## config.mk

```make
export PLATFORM = sky130hd
export DESIGN_NAME = sdp_burst_reader
export DESIGN_NICKNAME = d
export VERILOG_FILES = /design/src/rtl/sdp_pkg.sv /design/src/rtl/sdp_skid_buf.sv /design/src/rtl/sdp_burst_reader.sv
export SDC_FILE = /design/constraint.sdc
export NUM_CORES = 1
export LEC_CHECK = 0
export ABC_CLOCK_PERIOD_IN_PS = 3250
export CORE_MARGIN = 1
export CORE_UTILIZATION = 51
export DETAILED_ROUTE_END_ITERATION = 10
export HOLD_SLACK_MARGIN = 0.05
export PLACE_DENSITY = 0.81
export REMOVE_ABC_BUFFERS = 1
export SLEW_MARGIN = 20
export SYNTH_ARGS = -nofsm -noshare
export SYNTH_HDL_FRONTEND = slang
export SYNTH_HIERARCHICAL = 1
export SYNTH_SLANG_ARGS = --single-unit
```

## constraint.sdc

```tcl
create_clock -name clk -period 3.25 [get_ports clk]
set_input_delay 0.8125 -clock clk [delete_from_list [all_inputs] [get_ports clk]]
set_output_delay 0.8125 -clock clk [all_outputs]
set_load 0.02 [all_outputs]
```

## src/rtl/sdp_pkg.sv

```systemverilog
// Shared definitions for the SDP burst reader: controller state encoding and
// skid-buffer depth.
package sdp_pkg;

  typedef enum logic [1:0] {
    IDLE,
    READ,
    DRAIN
  } state_t;

  localparam int unsigned BUF_DEPTH = 2;

endpackage

```

## src/rtl/sdp_skid_buf.sv

```systemverilog
// Two-entry in-order buffer between the RAM read port and the output stream.
// Entry e0 is always the oldest word and drives dout directly.
module sdp_skid_buf
  import sdp_pkg::*;
#(
  parameter int unsigned WIDTH = 32
) (
  input  logic             clk,
  input  logic             rst,
  input  logic             push,
  input  logic [WIDTH-1:0] din,
  input  logic             pop,
  output logic [1:0]       count,
  output logic             valid,
  output logic [WIDTH-1:0] dout
);

  logic [WIDTH-1:0] e0;
  logic [WIDTH-1:0] e1;

  always_ff @(posedge clk or posedge rst) begin
    if (rst) begin
      e0    <= '0;
      e1    <= '0;
      count <= '0;
    end else begin
      case ({push, pop})
        2'b10: begin
          if (count == 2'd0) e0 <= din;
          else               e1 <= din;
          count <= count + 2'd1;
        end
        2'b01: begin
          e0    <= e1;
          count <= count - 2'd1;
        end
        2'b11: begin
          // Pop and push together: occupancy is unchanged, shift before append.
          if (count == 2'(BUF_DEPTH)) begin
            e0 <= e1;
            e1 <= din;
          end else begin
            e0 <= din;
          end
        end
        default: ;
      endcase
    end
  end

  assign valid = (count != 2'd0);
  assign dout  = e0;

endmodule

```

## src/rtl/sdp_burst_reader.sv

```systemverilog
// Burst reader for port b of a simple dual-port RAM: issues reads only when
// the skid buffer is guaranteed room, and streams words out with backpressure.
module sdp_burst_reader
  import sdp_pkg::*;
#(
  parameter int unsigned WIDTH      = 32,
  parameter int unsigned ADDR_WIDTH = 10,
  parameter int unsigned LEN_WIDTH  = ADDR_WIDTH + 1
) (
  input  logic                  clk,
  input  logic                  rst,
  input  logic                  start,
  input  logic [ADDR_WIDTH-1:0] base_addr,
  input  logic [LEN_WIDTH-1:0]  len,
  output logic                  busy,
  output logic                  done,
  output logic                  enb,
  output logic [ADDR_WIDTH-1:0] addrb,
  input  logic [WIDTH-1:0]      doutb,
  output logic                  m_valid,
  input  logic                  m_ready,
  output logic [WIDTH-1:0]      m_data
);

  state_t                state;
  state_t                state_nxt;
  logic [ADDR_WIDTH-1:0] addr;
  logic [LEN_WIDTH-1:0]  remain;
  logic                  inflight;
  logic                  issue;
  logic                  pop;
  logic                  done_q;
  logic                  done_nxt;
  logic [1:0]            occ;

  assign pop = m_valid & m_ready;

  always_comb begin
    state_nxt = state;
    issue     = 1'b0;
    done_nxt  = 1'b0;
    case (state)
      IDLE: begin
        if (start) begin
          if (len != '0) state_nxt = READ;
          else           done_nxt  = 1'b1;
        end
      end
      READ: begin
        // occupancy + inflight - pop < 2, rearranged to stay unsigned
        if (({1'b0, occ} + 3'(inflight)) < (3'd2 + 3'(pop))) begin
          issue = 1'b1;
          if (remain == LEN_WIDTH'(1)) state_nxt = DRAIN;
        end
      end
      DRAIN: begin
        // Finish on the edge of the last pop so done follows it by one clock.
        if (!inflight && ((occ == 2'd0) || ((occ == 2'd1) && pop))) begin
          state_nxt = IDLE;
          done_nxt  = 1'b1;
        end
      end
      default: state_nxt = IDLE;
    endcase
  end

  always_ff @(posedge clk or posedge rst) begin
    if (rst) begin
      state    <= IDLE;
      done_q   <= 1'b0;
      inflight <= 1'b0;
      addr     <= '0;
      remain   <= '0;
    end else begin
      state    <= state_nxt;
      done_q   <= done_nxt;
      inflight <= issue;
      if ((state == IDLE) && start && (len != '0)) begin
        addr   <= base_addr;
        remain <= len;
      end else if (issue) begin
        addr   <= addr + ADDR_WIDTH'(1);
        remain <= remain - LEN_WIDTH'(1);
      end
    end
  end

  sdp_skid_buf #(
    .WIDTH (WIDTH)
  ) u_buf (
    .clk   (clk),
    .rst   (rst),
    .push  (inflight),
    .din   (doutb),
    .pop   (pop),
    .count (occ),
    .valid (m_valid),
    .dout  (m_data)
  );

  assign busy  = (state != IDLE);
  assign done  = done_q;
  assign enb   = issue;
  assign addrb = addr;

endmodule

```

==> results of run 1 <==
## worst max-delay path: stages
cell             delay, ps
clkdlybuf4s50_1        480
nand3b_1               110
a211o_1                350
inv_2                   70
dlymetal6s2s_1         220
## worst paths after layout
path                                            start                          to  slack [ps]  cells past startpoint
min in group asynchronous                         rst       remain[4]$_DFFE_PP0P_         690                      2
hold reg to reg              u_buf/e1[26]$_DFFE_PP0P_    u_buf/e1[26]$_DFFE_PP0P_         490                      1
setup reg to reg           u_buf/count[0]$_DFFE_PP0P_  u_buf/dout[16]$_DFFE_PP0P_         830                      7
setup / recovery                              m_ready                         enb         400                      5
hold / removal               u_buf/e1[26]$_DFFE_PP0P_    u_buf/e1[26]$_DFFE_PP0P_         490                      1
max in group asynchronous                         rst  u_buf/count[0]$_DFFE_PP0P_        1700                      3
## metal layers
| layer | up-vias | routed length (um) | GRT usage (%) |
|---|---|---|---|
| met2 | 188 | 5226 | 41.43 |
| li1 | 1811 | - | - |
| met4 | 0 | 79 | 5.637 |
| met5 | - | 0 | 0 |
| met1 | 1912 | 4866 | 33.35 |
| met3 | 11 | 975 | 5.947 |
## flip-flops by register name, indices dropped and copies added (netlist names)
signal and cells:
u_buf/dout 32, u_buf/e1 32, remain 11, addrb 10, state 2, u_buf/count 2, done 1, inflight 1
## Yosys cell counts (all sizes together) (2+ instances only)
library cell  instances
dfrtp                91
o21ai                38
a21oi                36
a31oi                35
nand3                35
mux2                 32
clkbuf               20
inv                  19
buf                  14
nor2                 12
a221o                11
nand2                10
ha                    8
nor3                  8
a22oi                 5
and2                  5
nor4                  5
o221ai                5
or3                   5
xnor2                 5
mux2i                 4
nand4                 4
and3                  3
nand2b                3
o211ai                3
a32oi                 2
nand3b                2
nor2b                 2
nor3b                 2
or2                   2
## area by class of cell
cell class                 instances  share of cell area (%)
sequential                        91                   38.74
clock inverter                     7                   1.277
timing repair buffer             115                   20.13
inverter                          19                   1.213
multi-input combinational        292                   34.23
tap                              108                   2.298
clock buffer                       9                   2.106
## power by group through the flow
stage,Combinational (W),Clock [W],Sequential [W]
after global routing,0.00382,0.000845,0.00222
final,0.00353,0.000777,0.00214
after detailed placement,0.00354,0,0.00215
after CTS,0.00354,0.000796,0.00213
after floorplan,0.00188,0,0.00237
after global placement,0.00342,0,0.00212
## per-stage QoR
step / instances / setup WS (ps)
after floorplan: 402 / 354.2
after global placement: 625 / 42.65
after detailed placement: 625 / 38.44
after CTS: 641 / 28.61
after global routing: 641 / 354.2
final: 641 / 404.1
## placed cells by master, fill, tap and decap left out, types with 3 or more instances in the layout
| master | count |
|---|---|
| a21oi_1 | 36 |
| a221o_1 | 11 |
| a22oi_1 | 5 |
| a31oi_1 | 33 |
| and2_1 | 4 |
| and3_1 | 3 |
| buf_12 | 5 |
| buf_4 | 8 |
| clkbuf_8 | 9 |
| clkdlybuf4s50_1 | 101 |
| dfrtp_1 | 90 |
| ha_1 | 8 |
| inv_1 | 17 |
| mux2_1 | 30 |
| mux2i_1 | 4 |
| nand2_1 | 10 |
| nand2b_1 | 3 |
| nand3_1 | 35 |
| nand4_1 | 4 |
| nor2_1 | 11 |
| nor3_1 | 8 |
| nor4_2 | 3 |
| o211ai_1 | 3 |
| o21ai_0 | 36 |
| o221ai_1 | 5 |
| or3_1 | 5 |
| xnor2_1 | 5 |
## cell families (layout without fill, tap and decap cells)
family,Yosys count,count (layout),share of synthesized area (%)
simple gates,101,101,12.34
mux,36,36,8.794
compound gates,141,141,19.65
buf+inv,53,150,5.853
xor+xnor,6,6,1.154
flops,91,91,50.01
fa+ha+maj,8,8,2.198
==> out/results.tsv, run 1 <==
metric	value	unit
power.density	1096	nW/um^2
worstSetupEndpointType	output port	
io-pin-count	103	
grt-ovfl-total	0	
skew	13.16	ps
synthFlopType	dfrtp_1	
htree_levels	3	
die_x	96.49	um
post_drt_wl_per_cell	17.39	um
synth.ff_latch_count	91	
worstSetupPathType	primary input to output port	
rsz0062_at_grt	no	
cts_tree	yes	
syn_inst	436	
coreArea	8678	um^2
clock_latency	350	ps
final_antenna_net_count	0	
place_hpwl	7457	um
synth_top_area_share	50.01	%
slew_viol_final	0	
power_frac_clock	12.1	%
layout_min_cycle_time	2846	ps
gr-usage-all-layers	25.01	%
switching_share	42.81	%
p_seq_share	33.2	%
ir_drop	0.0009584	V
drc	0	
firstDrtPassIters	4	
clockRootBuffer	clkbuf_8	
synth_area	4553	um^2
area_growth	29.16	%
synth_top_area_cell	dfrtp_1	
worstMarginPinSlew	595.7	ps
seq_area_frac_synth	50.01	%
setup_viol	0	
crit_required	2440	ps
gp_congestion	0.8555	
drive_above_1_share	8.630	%
synth_enable_flop_cells	0	
die_y	96.49	um
nets	593	
dpl-instance-area	5678	um^2
port_buffers	102	
via_count	3922	
grt_max_degree	41	
cts.clk_slew.worst_paths	90	ps
fin_crit_sh	87.57	%
p_int	0.003685	W
wl	11150	um
drv_cap	0	
cts_buffer_depth	2	
share_comb_of_total_power	54.7	%
dieArea	9309	um^2
grt_pass1_wl	17900	um
cp.arrival	2030	ps
synth_cell_types	51	
post_cts_buffers	0	
status	finished, final reports clean	
critPathLaunchType	primary input	
postCtsHoldBufs	0	
synth_warnings	6	
clock_sinks	91	
fin_util	67.76	%
hold_viol_final	0	
synth_area_leaders	dfrtp_1, mux2_1, a31oi_1	
slew_headroom	60.23	%
antenna_cells	0	
final_area	5881	um^2
hp-class	flip-flop to flip-flop	
final.setup.tns	0	ps
vias_per_cell	6.119	
initial_utilization	52.47	%
drt_iter0_markers	226	
hold_ws	485.9	ps
nFillCells	681	
cellLeakagePower	2.396	nW
cts-resized-gates	0	
cts_buffers	9	
grt_pass1_vias	3739	
multi_input_area	2013	um^2
fmax	0.3514	GHz
synth.avg_cell_area	10.44	um^2
synthArstFlopShare	100.0	%
seq_area	2278	um^2
p_sw	0.002759	W
p_total	0.006444	W
antenna_found_initial	0	
rows	34	
worstPathMaxFanout	2	
Power figures use the tool's default switching activity.
==> run 2: changes to the inputs <==
==> constraint.sdc (replaced) <==
create_clock -name clk -period 3.25 [get_ports clk]
set_input_delay 0.325 -clock clk [delete_from_list [all_inputs] [get_ports clk]]
set_output_delay 0.325 -clock clk [all_outputs]
set_load 0.02 [all_outputs]
==> out/results.tsv, run 2 (same netlist as run 1, synthesis figures left out) <==
metric	value	unit
status	finished, final reports clean	
skew	13.22	ps
gr-usage-all-layers	24.90	%
ff2ff_path_depth	7	
clock_latency	350	ps
clock_sinks	91	
worstSetupPathType	flip-flop to output port	
drc	0	
antenna_found_initial	0	
slew_headroom	38.58	%
cts.clk_slew.worst_paths	90	ps
path_cells	ha_1 -> nand3b_1 -> a211o_1 -> inv_2 -> clkdlybuf4s50_1	
firstDrtPassIters	5	
htree_levels	3	
setup_viol	0	
gp_congestion	0.8485	
io-pin-count	103	
final.setup.tns	0	ps
place_hpwl	7652	um
worstMarginPinSlew	920.3	ps
cp_num_buf_inv	2	
final_antenna_net_count	0	
drt_iter0_markers	172	
grt_pass1_vias	3689	
post_cts_buffers	0	
clockRootBuffer	clkbuf_8	
crit_slowest_cell	clkdlybuf4s50_1	
layout_min_cycle_time	2707	ps
antenna_cells	0	
r2r-end	u_buf/dout[29]$_DFFE_PP0P_	
startpoint	u_buf/count[0]$_DFFE_PP0P_	
cellLeakagePower	2.350	nW
die_y	96.49	um
coreArea	8678	um^2
via_count	3932	
hp-class	primary input to asynchronous set/reset pin	
drv_cap	0	
vias_per_cell	6.153	
grt_max_degree	35	
post_drt_wl_per_cell	17.87	um
worstPathMaxFanout	9	
reg2reg_from	u_buf/count[0]$_DFFE_PP0P_	
power.density	1104	nW/um^2
fmax	0.3695	GHz
mostFrequentLayoutCells	clkdlybuf4s50_1, dfrtp_1, o21ai_0, a21oi_1, nand3_1	
rsz0062_at_grt	no	
area_growth	27.51	%
grt-ovfl-total	0	
drive_above_1_share	7.721	%
slew_viol_final	0	
fin_crit_sh	83.28	%
cts_buffer_depth	2	
rows	34	
crit_required	2920	ps
rrSetupSlack	560	ps
worstSetupEndpointType	output port	
port_buffers	102	
cts-resized-gates	0	
cts_tree	yes	
critPathLaunchType	flip-flop	
hold_viol_final	0	
initial_utilization	52.47	%
cts_buffers	9	
critPathTopFamily	buffers and inverters	
dieArea	9309	um^2
nFillCells	711	
wl	11420	um
p_total	0.006412	W
nets	591	
grt_pass1_wl	17620	um
postCtsHoldBufs	0	
die_x	96.49	um
cp.arrival	2380	ps
mostFrequentLayoutCell	clkdlybuf4s50_1	
ir_drop	0.001241	V
critical-path-max-stage-delay	590	ps
## run 2: cell count changes in the layout (fill, tap and decap cells not counted), moves of 2 or more
| cell | delta |
|---|---|
| buf_12 | -5 |
| buf_4 | +3 |
| clkbuf_1 | +2 |
| clkbuf_8 | +2 |
| clkinv_2 | -2 |
| inv_6 | -2 |
## run 2: worst max path at each step
stage,to,cells after the start
3_3_place_gp,u_buf/dout[29]$_DFFE_PP0P_,7
6_report,enb,5
5_1_grt,u_buf/dout[29]$_DFFE_PP0P_,7
4_1_cts,enb,5
2_1_floorplan,u_buf/dout[27]$_DFFE_PP0P_,6
3_5_place_dp,u_buf/dout[29]$_DFFE_PP0P_,7
## run 2: layout make-up
cell class | instances | area (um^2) | share of cell area (%)
Tap cell | 108 | 135.1 | 2.328
Multi-Input combinational cell | 292 | 2013 | 34.68
Sequential cell | 91 | 2277 | 39.22
Clock buffer | 13 | 158.9 | 2.737
Inverter | 19 | 71.32 | 1.228
Clock inverter | 3 | 46.29 | 0.7974
Timing Repair Buffer | 113 | 1104 | 19.01
## run 2: through the flow
step / hold WS (ps) / cell area, um^2 / utilization (%) / std cells / setup slack [ps]
2_1_floorplan: 352.3 / 4358 / - / 402 / 378.7
3_3_place_gp: 460.2 / 5600 / 64.53 / 623 / 750.4
3_5_place_dp: 468.9 / 5600 / 64.53 / 623 / 611.8
4_1_cts: 441.9 / 5806 / 66.90 / 639 / 535.4
5_1_grt: 483.1 / 5806 / 66.90 / 639 / 421.5
6_report: 444.9 / 5806 / 66.90 / 639 / 543.4
## run 2: layer usage
layer,vias to the layer above,wire (um),track usage [%]
li1,1804,-,-
met2,179,5552,41.78
met3,15,813,3.912
met5,-,0,0
met1,1934,4880,32.40
met4,0,170,9.681
## run 2: where the power goes
part	internal [W]	switching (W)	leakage [nW]	total, W
clock network	0.000400	0.000386	0.0998	0.000787
registers	0.00173	0.000426	1.07	0.00215
logic	0.00154	0.00193	1.18	0.00347
